<file path="config.mk">
export PLATFORM = sky130hd
export DESIGN_NAME = exp_adder
export DESIGN_NICKNAME = d
export VERILOG_FILES = /design/src/rtl/exp_adder_pkg.sv /design/src/rtl/posit_scale.sv /design/src/rtl/exp_adder.sv
export SDC_FILE = /design/constraint.sdc
export NUM_CORES = 1
export LEC_CHECK = 0
export ABC_AREA = 1
export BUFFER_PORTS_ARGS = -buffer_cell sky130_fd_sc_hd__buf_2
export CAP_MARGIN = 20
export CELL_PAD_IN_SITES_DETAIL_PLACEMENT = 1
export CELL_PAD_IN_SITES_GLOBAL_PLACEMENT = 2
export CORE_UTILIZATION = 30
export CTS_CLUSTER_DIAMETER = 100
export CTS_CLUSTER_SIZE = 20
export DETAILED_ROUTE_END_ITERATION = 8
export PLACE_DENSITY_LB_ADDON = 0.2
export SLEW_MARGIN = 5
export SYNTH_ARGS = -nofsm -noshare
export SYNTH_HDL_FRONTEND = slang
export SYNTH_SLANG_ARGS = --single-unit
export TNS_END_PERCENT = 50
</file>
<file path="constraint.sdc">
create_clock -name clk -period 2.6 [get_ports clk]
set_input_delay 0.13 -clock clk [delete_from_list [all_inputs] [get_ports clk]]
set_output_delay 0.13 -clock clk [all_outputs]
set_load 0.02 [all_outputs]
</file>
<file path="src/rtl/exp_adder_pkg.sv">
// Shared posit definitions: default field widths, the scale-combiner state
// encoding, and the saturation limit of the posit scale range.
package exp_adder_pkg;

    localparam int DEFAULT_ES     = 3;
    localparam int DEFAULT_K_BITS = 6;

    localparam logic [1:0] IDLE = 2'd0;
    localparam logic [1:0] CALC = 2'd1;
    localparam logic [1:0] DONE = 2'd2;

    // Largest representable scale magnitude: (2^(K_BITS-1) - 2) << ES.
    function automatic int max_scale(input int es, input int k_bits);
        return ((1 << (k_bits - 1)) - 2) << es;
    endfunction

endpackage

</file>
<file path="src/rtl/posit_scale.sv">
// Combinational posit scale converter: scale = sign-extend(k) * 2^ES + exp.
// The exponent field is unsigned and exactly ES bits wide, so the product plus
// sum reduces to concatenating the sign-extended regime above the exponent.
module posit_scale #(
    parameter int ES     = 3,
    parameter int K_BITS = 6,
    parameter int OUT_W  = ES + K_BITS + 1
) (
    input  logic        [K_BITS-1:0] k,
    input  logic        [ES-1:0]     exp,
    output logic signed [OUT_W-1:0]  scale
);

    localparam int EXT_BITS = OUT_W - K_BITS - ES;

    assign scale = {{EXT_BITS{k[K_BITS-1]}}, k, exp};

endmodule

</file>
<file path="src/rtl/exp_adder.sv">
// Multi-cycle scale combiner for the posit multiplier: adds the two operand
// scales, derives the product sign and flags overflow (NaR) / underflow (zero).
module exp_adder
    import exp_adder_pkg::*;
#(
    parameter int ES       = DEFAULT_ES,
    parameter int K_BITS   = DEFAULT_K_BITS,
    parameter int MAX_BITS = ES + K_BITS
) (
    input  logic                clk,
    input  logic                rst_n,
    input  logic                start,
    input  logic [ES-1:0]       exp_A,
    input  logic [ES-1:0]       exp_B,
    input  logic [K_BITS-1:0]   k_A,
    input  logic [K_BITS-1:0]   k_B,
    input  logic                sign_A,
    input  logic                sign_B,
    output logic [MAX_BITS:0]   exp_raw,
    output logic                sign_out,
    output logic                NaR,
    output logic                zero_out,
    output logic                done
);

    localparam int MAX_SCALE = max_scale(ES, K_BITS);
    localparam logic signed [MAX_BITS:0] POS_LIMIT = (MAX_BITS + 1)'(MAX_SCALE);
    localparam logic signed [MAX_BITS:0] NEG_LIMIT = -POS_LIMIT;

    logic [1:0] cur_state;

    // Operands captured at start so the decoders upstream may move on.
    logic [K_BITS-1:0] op_k_a;
    logic [K_BITS-1:0] op_k_b;
    logic [ES-1:0]     op_exp_a;
    logic [ES-1:0]     op_exp_b;
    logic              op_sign_a;
    logic              op_sign_b;

    logic signed [MAX_BITS:0] scale_a;
    logic signed [MAX_BITS:0] scale_b;
    logic signed [MAX_BITS:0] sum;
    logic                     over;
    logic                     under;

    posit_scale #(
        .ES    (ES),
        .K_BITS(K_BITS),
        .OUT_W (MAX_BITS + 1)
    ) u_scale_a (
        .k    (op_k_a),
        .exp  (op_exp_a),
        .scale(scale_a)
    );

    posit_scale #(
        .ES    (ES),
        .K_BITS(K_BITS),
        .OUT_W (MAX_BITS + 1)
    ) u_scale_b (
        .k    (op_k_b),
        .exp  (op_exp_b),
        .scale(scale_b)
    );

    // Each scale spans one bit less than the sum, so the addition cannot wrap.
    assign sum   = scale_a + scale_b;
    assign over  = (sum > POS_LIMIT);
    assign under = (sum < NEG_LIMIT);

    // NOTE: sequential state uses non-blocking assignments only, so every
    // branch below reads the pre-edge values regardless of statement order.
    always_ff @(posedge clk or negedge rst_n) begin
        if (!rst_n) begin
            cur_state <= IDLE;
            op_k_a    <= '0;
            op_k_b    <= '0;
            op_exp_a  <= '0;
            op_exp_b  <= '0;
            op_sign_a <= 1'b0;
            op_sign_b <= 1'b0;
            exp_raw   <= '0;
            sign_out  <= 1'b0;
            NaR       <= 1'b0;
            zero_out  <= 1'b0;
            done      <= 1'b0;
        end else begin
            done <= 1'b0;
            case (cur_state)
                IDLE: begin
                    if (start) begin
                        op_k_a    <= k_A;
                        op_k_b    <= k_B;
                        op_exp_a  <= exp_A;
                        op_exp_b  <= exp_B;
                        op_sign_a <= sign_A;
                        op_sign_b <= sign_B;
                        cur_state <= CALC;
                    end
                end
                CALC: begin
                    exp_raw   <= sum;
                    NaR       <= over;
                    zero_out  <= under;
                    sign_out  <= (op_sign_a ^ op_sign_b) & ~over & ~under;
                    cur_state <= DONE;
                end
                DONE: begin
                    done      <= 1'b1;
                    cur_state <= IDLE;
                end
                default: cur_state <= IDLE;
            endcase
        end
    end

endmodule

</file>
# == Word-level counts from Yosys, hierarchy flattened ==
# Cells that the tools add are included.
# totals
ff_bits,36
inputBits,23
out_inout_bits,14
wordCells,28
# op_classes
addsub,1
n_lt_le_gt_ge,2
n_eq_ne,3
muxes,3
bitwise,5
reduce_logical,2
# op_table
operator,count
adder 9 x 9 -> 10 bit,1
"> comparator 10 x 9 -> 1 bit, second input constant",1
"less-than comparator 10 x 9 -> 1 bit, second input constant",1
case mux 2 bit (2 select lines),1
AND 1 bit,2
"== test 2 x 1 -> 1 bit, second input constant",1
"== test 2 bit, second input constant",1
zero test 2 bit,1
two-way mux 2 bit,1
"!= test 2 bit, second input constant",1
NOT 1 bit,2
AND reduction 2 bit,1
two-way mux 1 bit,1
bitwise XOR 1 bit,1

# == Depth between registers and ports, before layout ==
# logic_depth
word_depth,5
mapped_depth,15
depth_no_buf,15

# == Modules after synthesis ==
# From an unflattened synthesis, not the netlist that was laid out.
# unflattened
hier_cells,274
area_unflattened_um2,2097.0
# modules_own_cells
mod,n_inst,cells_each,area_per_inst_um2,seq_area_each_um2
exp_adder,1,254,1946.9,900.9
posit_scale,2,10,75.1,0.0

# == Least setup slack after synthesis ==
# No wires, ideal clock.
# synth_path
kind,register -> register
startpoint,reg op_exp_a[0]
endpoint,reg sign_out
setup_ns,0.117
arrival_ns,1.746
t_required_ns,2.483
slack_ns,0.737
stages_incl_launch_ff,15
path_buffers,0
synth_period_minus_slack_ns,1.863
path_cell_list,dfrtp_1 -> ha_1 -> fa_1 -> nand2_1 -> inv_1 -> nand2_1 -> nand3_1 -> nand2_1 -> nand2_1 -> nor2_2 -> nand3_2 -> nand2_2 -> nand2_2 -> nand3_1 -> nand2_1
# synth_between
elab_chain_len,5
elab_cells_between_ends,7
classes_between,1 x add/sub; 2 x order compare; 4 x bitwise
# synth_lines
item,line,source
"start, declared",exp_adder.sv:35,logic [ES-1:0] op_exp_a;
"start signal, assigned",exp_adder.sv:94,op_exp_a <= exp_A;
adder 9 x 9 -> 10 bit *,exp_adder.sv:67,assign sum = scale_a + scale_b;
> comparator 10 x 9 -> 1 bit,exp_adder.sv:68,assign over = (sum > POS_LIMIT);
NOT 1 bit,exp_adder.sv:105,sign_out <= (op_sign_a ^ op_sign_b) & ~over & ~under;
AND 1 bit,exp_adder.sv:105,
AND 1 bit *,exp_adder.sv:105,
"end signal, assigned",exp_adder.sv:105,
"end, declared",exp_adder.sv:20,"output logic sign_out,"
# Mark *: on every way between the ends. The rest lies on a longest branch, timed or not.
# A chain may end at the register's enable or synchronous reset.

# == Final worst setup path ==
# Same ends and word-level chain as after synthesis.

==> report_table.html <==
<table>
<tr><th>Metric</th><th>Value</th></tr>
<tr><th colspan="2">Synth</th></tr>
<tr><td>Multiplexer share of the synthesized area</td><td>0%</td></tr>
<tr><td>Syn_nets</td><td>276</td></tr>
<tr><td>Seq/Total Area, Yosys</td><td>47.6%</td></tr>
<tr><td>Top_reg_cell synth</td><td>sky130_fd_sc_hd__dfrtp_1</td></tr>
<tr><td>Mapped Cells</td><td>243</td></tr>
<tr><td>Count of different cell masters after synthesis</td><td>23</td></tr>
<tr><td>Count of flip-flops with a built-in enable after synthesis</td><td>0</td></tr>
<tr><td>Combined area of all synthesized cells</td><td>about 1900 um2</td></tr>
<tr><td>Area fraction in compound gates after synthesis</td><td>under 10%</td></tr>
<tr><td>Adder-Cell Fraction of Synth Area</td><td>~7%</td></tr>
<tr><td>Biggest area consumer among synthesized cells</td><td>sky130_fd_sc_hd__dfrtp_1</td></tr>
<tr><td>Yosys synthesis warning count</td><td>0</td></tr>
<tr><td>Post-synthesis register bit count</td><td>36</td></tr>
<tr><td>Simple logic cell fraction of the synthesized area</td><td>about 33%</td></tr>
<tr><td>Proportion of register bits with asynchronous set or reset after synthesis</td><td>100%</td></tr>
<tr><td>Leading cell types by total area after synthesis</td><td>sky130_fd_sc_hd__dfrtp_1 (48%), sky130_fd_sc_hd__nand2_1 (21%), sky130_fd_sc_hd__ha_1 (6.0%)</td></tr>
<tr><td>XOR/XNOR Fraction of Synth Area</td><td>0.463%</td></tr>
<tr><td>Most used standard cell by instance count after synthesis</td><td>sky130_fd_sc_hd__nand2_1</td></tr>
<tr><td>Avg Cell Area, Syn</td><td>7.79 um2</td></tr>
<tr><td>Most frequent cells after synthesis</td><td>sky130_fd_sc_hd__nand2_1 (106), sky130_fd_sc_hd__dfrtp_1 (36), sky130_fd_sc_hd__inv_1 (23)</td></tr>
<tr><td>Area share of the largest cell type after synthesis</td><td>a little under half</td></tr>
<tr><td>Combinational family with the most area after synthesis</td><td>simple AND/OR/NAND/NOR gates</td></tr>
<tr><th colspan="2">CTS</th></tr>
<tr><td>TritonCTS Sinks</td><td>36</td></tr>
<tr><td>Clock tree from TritonCTS</td><td>yes</td></tr>
<tr><td>Root buf cell</td><td>sky130_fd_sc_hd__clkbuf_8</td></tr>
<tr><td>Post-CTS setup repair buffer count</td><td>0</td></tr>
<tr><td>Max Buffers Root-to-Sink</td><td>2</td></tr>
<tr><td>Total CTS buffers</td><td>5</td></tr>
<tr><td>Insertion delay to the later sink of the worst-skew pair</td><td>0.29 ns</td></tr>
<tr><td>Clock slew seen by the registers of the worst setup and hold paths</td><td>0.07 ns</td></tr>
<tr><td>H-tree depth</td><td>2</td></tr>
<tr><th colspan="2">Power and ir drop</th></tr>
<tr><td>Seq pwr share</td><td>34.6%</td></tr>
<tr><td>Switching share of power</td><td>41.6%</td></tr>
<tr><td>Leakage</td><td>1.28 nW</td></tr>
<tr><td>Power share of the combinational group</td><td>45.5%</td></tr>
<tr><td>Areal power density over the cells</td><td>~1100 nW/um2</td></tr>
<tr><td>Clock share of power</td><td>20.0%</td></tr>
<tr><td>P_int</td><td>roughly 1.4 mW</td></tr>
<tr><td>Overall power consumption</td><td>2.41 mW</td></tr>
<tr><td>Switching power total</td><td>1.00 mW</td></tr>
<tr><td>Highest ir drop seen on vdd</td><td>0.000350 V</td></tr>
<tr><th colspan="2">Timing</th></tr>
<tr><td>Relative slew slack</td><td>45.9%</td></tr>
<tr><td>Number of failing setup endpoints in the final timing report</td><td>0</td></tr>
<tr><td>Setup Total Neg Slack</td><td>0 ns</td></tr>
<tr><td>Final period util</td><td>78.0%</td></tr>
<tr><td>Clock period minus final worst setup slack</td><td>between 2 and 2.5 ns</td></tr>
<tr><td>Fin. max-slew vios</td><td>0</td></tr>
<tr><td>Max Clock Skew</td><td>roughly 0.0075 ns</td></tr>
<tr><td>Count of final hold-check violations</td><td>0</td></tr>
<tr><td>Fmax</td><td>0.493 GHz</td></tr>
<tr><td>Worst slew pin tran</td><td>0.812 ns</td></tr>
<tr><td>Least setup slack across all paths after layout</td><td>0.572 ns</td></tr>
<tr><td>RSZ-0062 raised after global routing</td><td>false</td></tr>
<tr><th colspan="2">Min path</th></tr>
<tr><td>WHS Endpoint</td><td>op_k_a[4]$_DFFE_PN0P_</td></tr>
<tr><td>Hold Path Stages</td><td>3</td></tr>
<tr><td>Worst hold path type</td><td>in2reg</td></tr>
<tr><td>Hold_sp</td><td>k_A[4]</td></tr>
<tr><th colspan="2">Floorplan</th></tr>
<tr><td>Initial Utilization</td><td>approximately a third</td></tr>
<tr><td>Site row count</td><td>28</td></tr>
<tr><td>Area of the core</td><td>5990 um2</td></tr>
<tr><td>Die Y-Extent</td><td>around 80 um</td></tr>
<tr><td>Io pins</td><td>37</td></tr>
<tr><td>Die span in x</td><td>roughly 81 um</td></tr>
<tr><td>Area of the die</td><td>6630 um2</td></tr>
<tr><th colspan="2">Placed design</th></tr>
<tr><td>Final Wtd Congestion</td><td>0.753</td></tr>
<tr><td>Final HPWL from detailed placement</td><td>between 3 and 4 mm</td></tr>
<tr><td>Post-place setup slack</td><td>0.554 ns</td></tr>
<tr><td>Number of input and output port buffers inserted</td><td>36</td></tr>
<tr><th colspan="2">Layout</th></tr>
<tr><td>Fraction of layout cells with a size suffix above 1</td><td>23.0%</td></tr>
<tr><td>Number of nets at the end of the flow</td><td>315</td></tr>
<tr><td>End-of-flow core utilization</td><td>about 38%</td></tr>
<tr><td>Diodes inserted</td><td>0</td></tr>
<tr><td>Area growth, synth to finish</td><td>19.9%</td></tr>
<tr><td>Number of filler instances in the final layout</td><td>775</td></tr>
<tr><th colspan="2">Worst setup path</th></tr>
<tr><td>Worst-case register-to-register setup slack</td><td>0.57 ns</td></tr>
<tr><td>Required time of the worst setup path</td><td>between 2 and 3 ns</td></tr>
<tr><td>Startpoint of the worst register-to-register path</td><td>op_exp_a[0]$_DFFE_PN0P_</td></tr>
<tr><td>Top cell by count, worst path</td><td>sky130_fd_sc_hd__nand2_1</td></tr>
<tr><td>Crit path max-delay cell type</td><td>sky130_fd_sc_hd__fa_1</td></tr>
<tr><td>Endpoint kind of the worst setup timing path</td><td>register</td></tr>
<tr><td>Cells along the critical path</td><td>ha_1, fa_1, nand2_1, inv_1, nor2_1, nor2_1, nand3_1, nand2_1, nor2_2, nand3_2, nand2_2, nand2_2, nand3_1, nand2_1</td></tr>
<tr><td>Dominant delay contributor by cell family on the critical path</td><td>simple AND/OR/NAND/NOR gates</td></tr>
<tr><td>Arrival time worst endpoint</td><td>2.21 ns</td></tr>
<tr><td>Reg-to-reg endpoint</td><td>sign_out$_DFFE_PN0N_</td></tr>
<tr><td>Highest net fanout along the worst path</td><td>3</td></tr>
<tr><td>Worst Reg-to-Reg Cells</td><td>14</td></tr>
<tr><td>Setup crit start kind</td><td>register</td></tr>
<tr><td>Critical path's largest stage delay</td><td>between 0.4 and 0.5 ns</td></tr>
<tr><td>Worst Path Class, Setup</td><td>reg2reg</td></tr>
<tr><td>Buf+Inv Stages, Crit Path</td><td>1</td></tr>
<tr><td>Start point of the critical path</td><td>op_exp_a[0]$_DFFE_PN0P_</td></tr>
<tr><th colspan="2">Drt</th></tr>
<tr><td>Detailed Route WL</td><td>4.15 mm</td></tr>
<tr><td>TritonRoute pass-1 iters</td><td>4</td></tr>
<tr><td>Number of nets with antenna violations after detailed routing</td><td>0</td></tr>
<tr><td>Vias</td><td>1598</td></tr>
<tr><td>Routed wire length per instance</td><td>11.6 um</td></tr>
<tr><td>Detailed router's first-iteration violation count</td><td>38</td></tr>
<tr><td>Detailed-route vias per instance</td><td>~4.5</td></tr>
<tr><td>Total DRC errors in the routed layout</td><td>0</td></tr>
<tr><th colspan="2">Run</th></tr>
<tr><td>Count of max-cap constraint violations</td><td>0</td></tr>
<tr><th colspan="2">Global route</th></tr>
<tr><td>Total routing usage reported by global routing</td><td>14.8%</td></tr>
<tr><td>Leftover overflow at the end of global routing</td><td>0</td></tr>
<tr><td>Pin count of the biggest net entering global routing</td><td>37</td></tr>
<tr><td>Wire length of the first global-routing pass</td><td>7.43 mm</td></tr>
<tr><td>Number of antenna violations at the first check in global routing</td><td>0</td></tr>
<tr><td>Via count of the first global-routing pass</td><td>1640</td></tr>
<tr><th colspan="2">Status</th></tr>
<tr><td>Run status</td><td>finished clean</td></tr>
</table>
==> layout by cell type, fill, tap and decap left out, drive strengths merged <==
cell type	netlist	layout
a21oi	3	3
dlygate4sd3	0	1
nand4	5	5
bufinv	0	1
inv	27	27
dfrtp	36	36
nor2	13	13
clkinv	0	1
nand3	11	11
fa	1	1
ha	9	9
buf	0	37
nand2	117	117
a31oi	2	2
xnor2	1	1
o21ai	9	9
clkbuf	6	6
nor3	1	1
a22oi	1	1
o21a	1	1
==> timing repair <==
| item | 4_1_cts | 5_1_grt |
|---|---|---|
| hold buffers | 1 | 0 |
| resized for setup | 0 | 0 |
| endpoints found under the hold margin | 36 | 0 |
==> sequential cells by signal, summed over array words and instances (netlist names) <==
signal and cells:
op_exp_b 3, exp_raw 10, op_sign_b 1, op_k_a 6, cur_state 2, zero_out 1
NaR 1, sign_out 1, done 1, op_exp_a 3, op_k_b 6, op_sign_a 1
==> how the worst max path moves through the flow <==
stage,to,slack [ns],cells past startpoint
floorplan,sign_out$_DFFE_PN0N_,0.74,14
global placement,sign_out$_DFFE_PN0N_,0.57,14
detailed placement,sign_out$_DFFE_PN0N_,0.55,14
CTS,sign_out$_DFFE_PN0N_,0.55,14
global route,sign_out$_DFFE_PN0N_,0.27,14
finish,sign_out$_DFFE_PN0N_,0.57,14
==> layout make-up <==
class	count	area, um2	area share, %
Sequential cell	36	901	39.7
Tap cell	75	93.8	4.14
Clock inverter	2	35.0	1.54
Clock buffer	6	72.6	3.20
Inverter	27	101	4.47
Timing Repair Buffer	38	198	8.71
Multi-Input combinational cell	174	867	38.2
==> worst reg2reg max path: cells and delay by family (launching register included) <==
family | cells | cell delay, ns
fa+ha+maj | 2 | 0.66
buf+inv | 1 | 0.05
flops | 1 | 0.39
simple gates | 11 | 0.83
==> metal layers <==
metal | vias to the layer above | share of wire, % | global-route usage, %
met1 | 734 | 50 | 19.1
li1 | 831 | - | -
met3 | 5 | 3.7 | 3.33
met5 | - | 0 | 0
met4 | 0 | 1.6 | 5.89
met2 | 28 | 45 | 24.0
==> stage by stage <==
step                      hold slack, ns  instance area [um2]  std cells
after floorplan                   -0.166                 1890        243
after global placement             0.278                 2150        349
after detailed placement           0.279                 2150        349
after CTS                         0.0255                 2270        358
after global routing              0.0324                 2270        358
final                             0.0328                 2270        358
==> power groups by stage <==
stage          sequential [mW]  combinational (mW)  clock [mW]
6_report                 0.833                1.10       0.482
3_3_place_gp             0.839                1.11           0
4_1_cts                  0.836                1.12       0.505
2_1_floorplan            0.951               0.697           0
3_5_place_dp             0.845                1.11           0
5_1_grt                  0.855                1.29       0.526
==> cell families after synthesis <==
family          Yosys count
buf+inv                  33
compound gates           16
xor+xnor                  1
flops                    36
simple gates            147
fa+ha+maj                10
Power figures use the tool's default switching activity.
